[src/rtl/ula_ctrl_if.sv]
// ula_ctrl_if: instruction handshake bundle between an instruction source and ula_ctrl
//   instr[7:0]  {op[7:4], ra[3:2], rb[1:0]}      imm  immediate for LI
//   instr_valid instruction offered              instr_ready  sequencer can accept
//   done        one-cycle pulse on completion of writeback or NOP
interface ula_ctrl_if #(parameter int DATA_W = 8);
   logic [7:0]        instr;
   logic [DATA_W-1:0] imm;
   logic              instr_valid;
   logic              instr_ready;
   logic              done;
   modport master (output instr, imm, instr_valid, input instr_ready, done);
   modport slave  (input instr, imm, instr_valid, output instr_ready, done);
endinterface

[src/rtl/ula_ctrl.sv]
// ula_ctrl: operand/writeback sequencer for the combinational 8-bit ULA with a 4-entry register bank
//   clk, rst_n          clock, asynchronous active-low reset
//   bus (slave)         instruction handshake: instr, imm, instr_valid, instr_ready, done
//   alu_a/alu_b/alu_sel registered operands and selector to the ULA
//   alu_s/alu_zero      ULA result and zero flag
//   zero_flag           sticky ZERO of the last ALU op
//   dbg_idx/dbg_data    combinational register bank read
//   perf_cnt            done-pulse counter, present only with ULA_CTRL_PERF_CNT_EN
module ula_ctrl #(
   parameter int DATA_W = 8,
   parameter int SEL_W  = 4
) (
   input  logic              clk,
   input  logic              rst_n,
   ula_ctrl_if.slave         bus,
   output logic [DATA_W-1:0] alu_a,
   output logic [DATA_W-1:0] alu_b,
   output logic [SEL_W-1:0]  alu_sel,
   input  logic [DATA_W-1:0] alu_s,
   input  logic              alu_zero,
   output logic              zero_flag,
   input  logic [1:0]        dbg_idx,
   output logic [DATA_W-1:0] dbg_data
`ifdef ULA_CTRL_PERF_CNT_EN
   ,
   output logic [15:0]       perf_cnt
`endif
);
   typedef enum logic [1:0] {IDLE, READ, EXEC, WB} state_t;
   state_t state, next;
   logic [7:0]        ins_q;
   logic [DATA_W-1:0] imm_q;
   logic [DATA_W-1:0] result;
   logic [DATA_W-1:0] r [4];
   logic [3:0] op;
   logic [1:0] ra, rb;
   logic is_alu, is_li;
   assign op     = ins_q[7:4];
   assign ra     = ins_q[3:2];
   assign rb     = ins_q[1:0];
   assign is_alu = op <= 4'd9;
   assign is_li  = op == 4'hA;
   assign bus.instr_ready = state == IDLE;
   assign bus.done        = state == WB;
   assign dbg_data = r[dbg_idx];
   always_ff @(posedge clk or negedge rst_n)
      if (!rst_n) state <= IDLE;
      else        state <= next;
   always_comb begin
      next = state;
      case (state)
         IDLE:    next = bus.instr_valid ? READ : IDLE;
         READ:    next = EXEC;
         EXEC:    next = WB;
         default: next = IDLE;
      endcase
   end
   always_ff @(posedge clk or negedge rst_n)
      if (!rst_n) begin
         ins_q     <= '0;
         imm_q     <= '0;
         result    <= '0;
         alu_a     <= '0;
         alu_b     <= '0;
         alu_sel   <= '0;
         zero_flag <= 1'b0;
         r         <= '{default: '0};
      end else begin
         if (state == IDLE && bus.instr_valid) begin
            ins_q <= bus.instr;
            imm_q <= bus.imm;
         end
         // operands are read here, before any writeback, so ra == rb is safe
         if (state == READ) begin
            alu_a <= r[ra];
            alu_b <= r[rb];
            if (is_alu) alu_sel <= SEL_W'(op);
         end
         if (state == EXEC && (is_alu || is_li)) result <= is_alu ? alu_s : imm_q;
         if (state == EXEC && is_alu) zero_flag <= alu_zero;
         if (state == WB && (is_alu || is_li)) r[ra] <= result;
      end
`ifdef ULA_CTRL_PERF_CNT_EN
   always_ff @(posedge clk or negedge rst_n)
      if (!rst_n)           perf_cnt <= '0;
      else if (state == WB) perf_cnt <= perf_cnt + 16'd1;
`endif
endmodule
[src/flat_wrapper.sv]
// flat-port wrapper written by rule: the top's interface ports become plain ports
module ula_ctrl_flat 
#(
   parameter int DATA_W = 8,
   parameter int SEL_W  = 4
)
  (clk, rst_n, alu_a, alu_b, alu_sel, alu_s, alu_zero, zero_flag, dbg_idx, dbg_data, bus_instr, bus_imm, bus_instr_valid, bus_instr_ready, bus_done);
  ula_ctrl_if #(.DATA_W(DATA_W)) bus_i ();
  input  logic clk;
  input  logic rst_n;
  output logic [DATA_W-1:0] alu_a;
  output logic [DATA_W-1:0] alu_b;
  output logic [SEL_W-1:0] alu_sel;
  input  logic [DATA_W-1:0] alu_s;
  input  logic alu_zero;
  output logic zero_flag;
  input  logic [1:0] dbg_idx;
  output logic [DATA_W-1:0] dbg_data;
  input wire logic [$bits(bus_i.instr)-1:0] bus_instr;
  input wire logic [$bits(bus_i.imm)-1:0] bus_imm;
  input wire logic [$bits(bus_i.instr_valid)-1:0] bus_instr_valid;
  output wire logic [$bits(bus_i.instr_ready)-1:0] bus_instr_ready;
  output wire logic [$bits(bus_i.done)-1:0] bus_done;
  assign bus_i.instr = bus_instr;
  assign bus_i.imm = bus_imm;
  assign bus_i.instr_valid = bus_instr_valid;
  assign bus_instr_ready = bus_i.instr_ready;
  assign bus_done = bus_i.done;
  ula_ctrl #(.DATA_W(DATA_W), .SEL_W(SEL_W)) u_core (.clk(clk), .rst_n(rst_n), .bus(bus_i), .alu_a(alu_a), .alu_b(alu_b), .alu_sel(alu_sel), .alu_s(alu_s), .alu_zero(alu_zero), .zero_flag(zero_flag), .dbg_idx(dbg_idx), .dbg_data(dbg_data));
endmodule
[config.mk]
export PLATFORM = sky130hd
export DESIGN_NAME = ula_ctrl_flat
export DESIGN_NICKNAME = d
export VERILOG_FILES = /design/src/rtl/ula_ctrl_if.sv /design/src/rtl/ula_ctrl.sv /design/src/flat_wrapper.sv
export SDC_FILE = /design/constraint.sdc
export NUM_CORES = 1
export LEC_CHECK = 0
export ABC_AREA = 1
export CAP_MARGIN = 20
export CORE_MARGIN = 5
export CORE_UTILIZATION = 45
export DETAILED_ROUTE_END_ITERATION = 8
export GPL_ROUTABILITY_DRIVEN = 1
export GPL_TIMING_DRIVEN = 0
export PLACE_DENSITY = 0.77
export REMOVE_ABC_BUFFERS = 1
export SETUP_SLACK_MARGIN = 0.1
export SYNTH_ARGS = -nofsm -noshare
export SYNTH_HDL_FRONTEND = slang
export SYNTH_SLANG_ARGS = --single-unit
[constraint.sdc]
create_clock -name clk -period 2 [get_ports clk]
set_input_delay 0.3 -clock clk [delete_from_list [all_inputs] [get_ports clk]]
set_output_delay 0.3 -clock clk [all_outputs]
set_load 0.005 [all_outputs]
==> run summary <==
The tree is rooted in a clkbuf_8. The number of antenna violations at the first check in global routing is 0, and the final routed wirelength across all metal layers is 9710 um. Entering global routing, the biggest net connects 63 pins.

The setup path with the least slack is of type reg -> out. The number of distinct standard cells referenced by the synthesized netlist is 26. For the combinational cell fraction of total power, the log shows 46.1%.

The run finished with clean final reports. The clock network is responsible for 14.0% of the overall power. The power per standard cell area came out at 1510 nW/um^2. The overall die area was 11200 um^2; the later-pin clock latency in the skew report was 0.35 ns. Setup repair after global routing left no endpoint under its margin.

The starting density of the core was 45.3%. Measured along the x axis, the die boundary spans 106 um. Counting flops and latches in the post-synthesis netlist gives 79. The buffer depth of the longest clock path is 2, and the placeable core region is 9110 um^2. The max-slew violation count was 0. Setup violations remaining at the end of the flow were counted as 0.

Setup slack on the worst reg-to-reg path comes out at 0.30 ns. For this block, the initial DRC count from the detailed router was 238. In the layout the commonest cells are nand2_1, dfrtp_1, nor2_1.

Row generation in the floorplan step produced 35 rows. For the final worst setup slack, the log shows 0.192 ns. The count of H-tree levels built during CTS is 3. STA puts the critical path data arrival time at 1.51 ns. The actual transition at the worst max-transition pin came out at 0.707 ns. The logs give 0.00264 uW for the total leakage power and 553 MHz for the maximum clock rate. Max-cap violations in this run came to 0. In this run the cell area measured after placement is 4770 um^2.

The number of antenna diodes in the final layout is 0. The tools report the endpoint of the most critical register-to-register path as u_core.r[1]. The worst slew margin relative to its limit is 52.9%, and the count of input and output buffers is 60.

The detailed placer's ending HPWL is 7020 um. Registers are responsible for 39.8% of the overall power. Clock-pin slew was measured on the worst setup and hold paths at 0.09 ns.

Of the total power, the share spent switching nets is 43.9%. After technology mapping, the gate count stands at 544. STA puts the critical path data required time at 1.70 ns.

The final layout contains 647 nets. The logs give 3466 for the via count of the first global-routing pass and 0.0130 ns for the final setup skew. The tightest min-delay check is of the in -> async type. The count of cells in the finished layout, fillers not included, comes to 729. TritonCTS built the clock tree.

Summing over every cut layer, the via total after detailed routing is 3649. The element type at the critical path start is a register. The tools report the final weighted congestion of routability-driven global placement as 0.795.

The share of the Yosys chip area taken by registers is 47.9%. The overall global routing resource usage came out at 17.9%. The worst register-to-register path begins at u_core.ins_q[2]. The number of cells on the worst reg-to-reg path is 5.

The layout overhead on the synthesized area was 24.3%; the final critical path time including I/O delays and setup was 1.81 ns. The tools report the maximum resistive drop on vdd as 0.00100 V. The run gives 79 as the total clock sinks.

The Yosys warning count is 0. The first detailed-routing pass ran for 5 iterations. The total count of hold-check failures in the final report was 0; the final cell utilization of the core was 56.3%. The first global-routing pass estimated 16400 um of wire. Leaving out fill and tap cells, the most frequent cell in the layout is nand2_1.

Internal power comes to 4350 uW. Dividing the synthesized area by the synthesized cell count gives 7.58 um^2. The number of placed instances, taps included, is 695. The maximum fanout count along the critical path is 3, and the fraction of the cycle the final worst path needs is 90.4%. Measured along the y axis, the die boundary spans 106 um.

The via density per instance was 5.01; the total non-filler cell area in the finished layout was 5130 um^2. Dividing the detail-routed wire length by the instance count gives 13.3 um. The nature of the critical path endpoint is an output pin. The tools report the leftover overflow at the end of global routing as 0.

The post-synthesis cell area is 4130 um^2. The logs give 0 for the remaining design rule violation count and -0.597 ns for the worst setup slack before clock tree synthesis. The count of boundary I/O pins is 61, and the fraction of final layout cells sized beyond drive strength 1 is 11.3%.

The count of nets left with antenna violations once routing finished came out at 0. The logs give 9 for the number of buffers added by the clock tree synthesis step and 3400 uW for the switching power total.
==> worst max-delay path by stage <==
stage | cells past startpoint | from | endpoint | slack (ns)
finish | 3 | u_core.r[12] | dbg_data[4] | 0.19
global route | 3 | u_core.r[12] | dbg_data[4] | 0.1
CTS | 3 | u_core.state[0] | bus_instr_ready | 0.07
detailed placement | 5 | dbg_idx[0] | dbg_data[3] | -0.60
global placement | 1 | rst_n | u_core.ins_q[4] | -2.06
floorplan | 4 | u_core.state[1] | u_core.r[0] | 0.27
==> what timing repair did <==
item	4_1_cts	5_1_grt
gates cloned	1	0
setup endpoints to repair	10	28
hold buffers	1	0
resized for setup	18	11
setup buffers	4	12
pin swaps	3	4
endpoints found under the hold margin	17	0
==> final cells by class <==
| class | instances | area [um^2] |
|---|---|---|
| Inverter | 40 | 159 |
| Clock inverter | 7 | 56.3 |
| Timing Repair Buffer | 79 | 790 |
| Sequential cell | 79 | 1980 |
| Timing Repair inverter | 1 | 7.51 |
| Multi-Input combinational cell | 403 | 1870 |
| Fill cell | 859 | 3980 |
| Clock buffer | 9 | 124 |
| Tap cell | 111 | 139 |
==> synth_stat cells, drive strengths merged <==
cell | n | share of area, %
a21oi | 8 | 0.97
buf | 20 | 3.1
clkbuf | 2 | 0.18
clkinv | 3 | 0.27
dfrtp | 79 | 48
ha | 4 | 1.2
inv | 37 | 3.5
mux2 | 8 | 2.2
nand2 | 240 | 22
nand3 | 14 | 2.5
nand4 | 32 | 4.9
nor2 | 52 | 5.2
o21ai | 37 | 4.5
o22ai | 8 | 1.2
==> critical path, stage by stage, from the launching register on <==
cell and delay (ns):
dfrtp_1 0.38, o21ai_0 0.10, o22ai_1 0.17, clkdlybuf4s50_1 0.52
==> sequential cells by signal, indices dropped and copies added (netlist names) <==
| register | cells |
|---|---|
| u_core.alu_a | 8 |
| u_core.alu_b | 8 |
| u_core.alu_sel | 4 |
| u_core.imm_q | 8 |
| u_core.ins_q | 8 |
| u_core.r | 32 |
| u_core.result | 8 |
| u_core.state | 2 |
| u_core.zero_flag | 1 |
==> power by group through the flow <==
| stage | clock, uW | sequential [uW] | combinational, uW |
|---|---|---|---|
| floorplan | 0 | 2910 | 2190 |
| global placement | 0 | 3080 | 3210 |
| detailed placement | 0 | 3120 | 3320 |
| CTS | 1120 | 3090 | 3410 |
| global route | 1180 | 3190 | 4090 |
| finish | 1090 | 3090 | 3570 |
==> logic make-up after synthesis <==
kind of cell,count (synthesis),share of synthesized area [%]
simple gates,338,34.9
flops,79,47.9
buf+inv,62,7.07
compound gates,53,6.67
mux,8,2.18
fa+ha+maj,4,1.21
==> stage by stage <==
step | setup TNS (ns) | hold slack [ns] | power, uW
after floorplan | 0 | 0.00441 | 5100
after global placement | -168.67 | 0.461 | 6290
after detailed placement | -4.39 | 0.196 | 6430
after CTS | 0 | 0.357 | 7620
after global routing | 0 | 0.393 | 8460
final | 0 | 0.377 | 7750
==> per-layer routing <==
layer	share of wire, %	global-route usage, %	up-vias
met3	5.0	2.69	7
met4	0.85	4.90	0
met1	47	24.7	1665
met2	47	29.3	101
met5	0	0	-
li1	-	-	1876
Power figures use the tool's default switching activity.
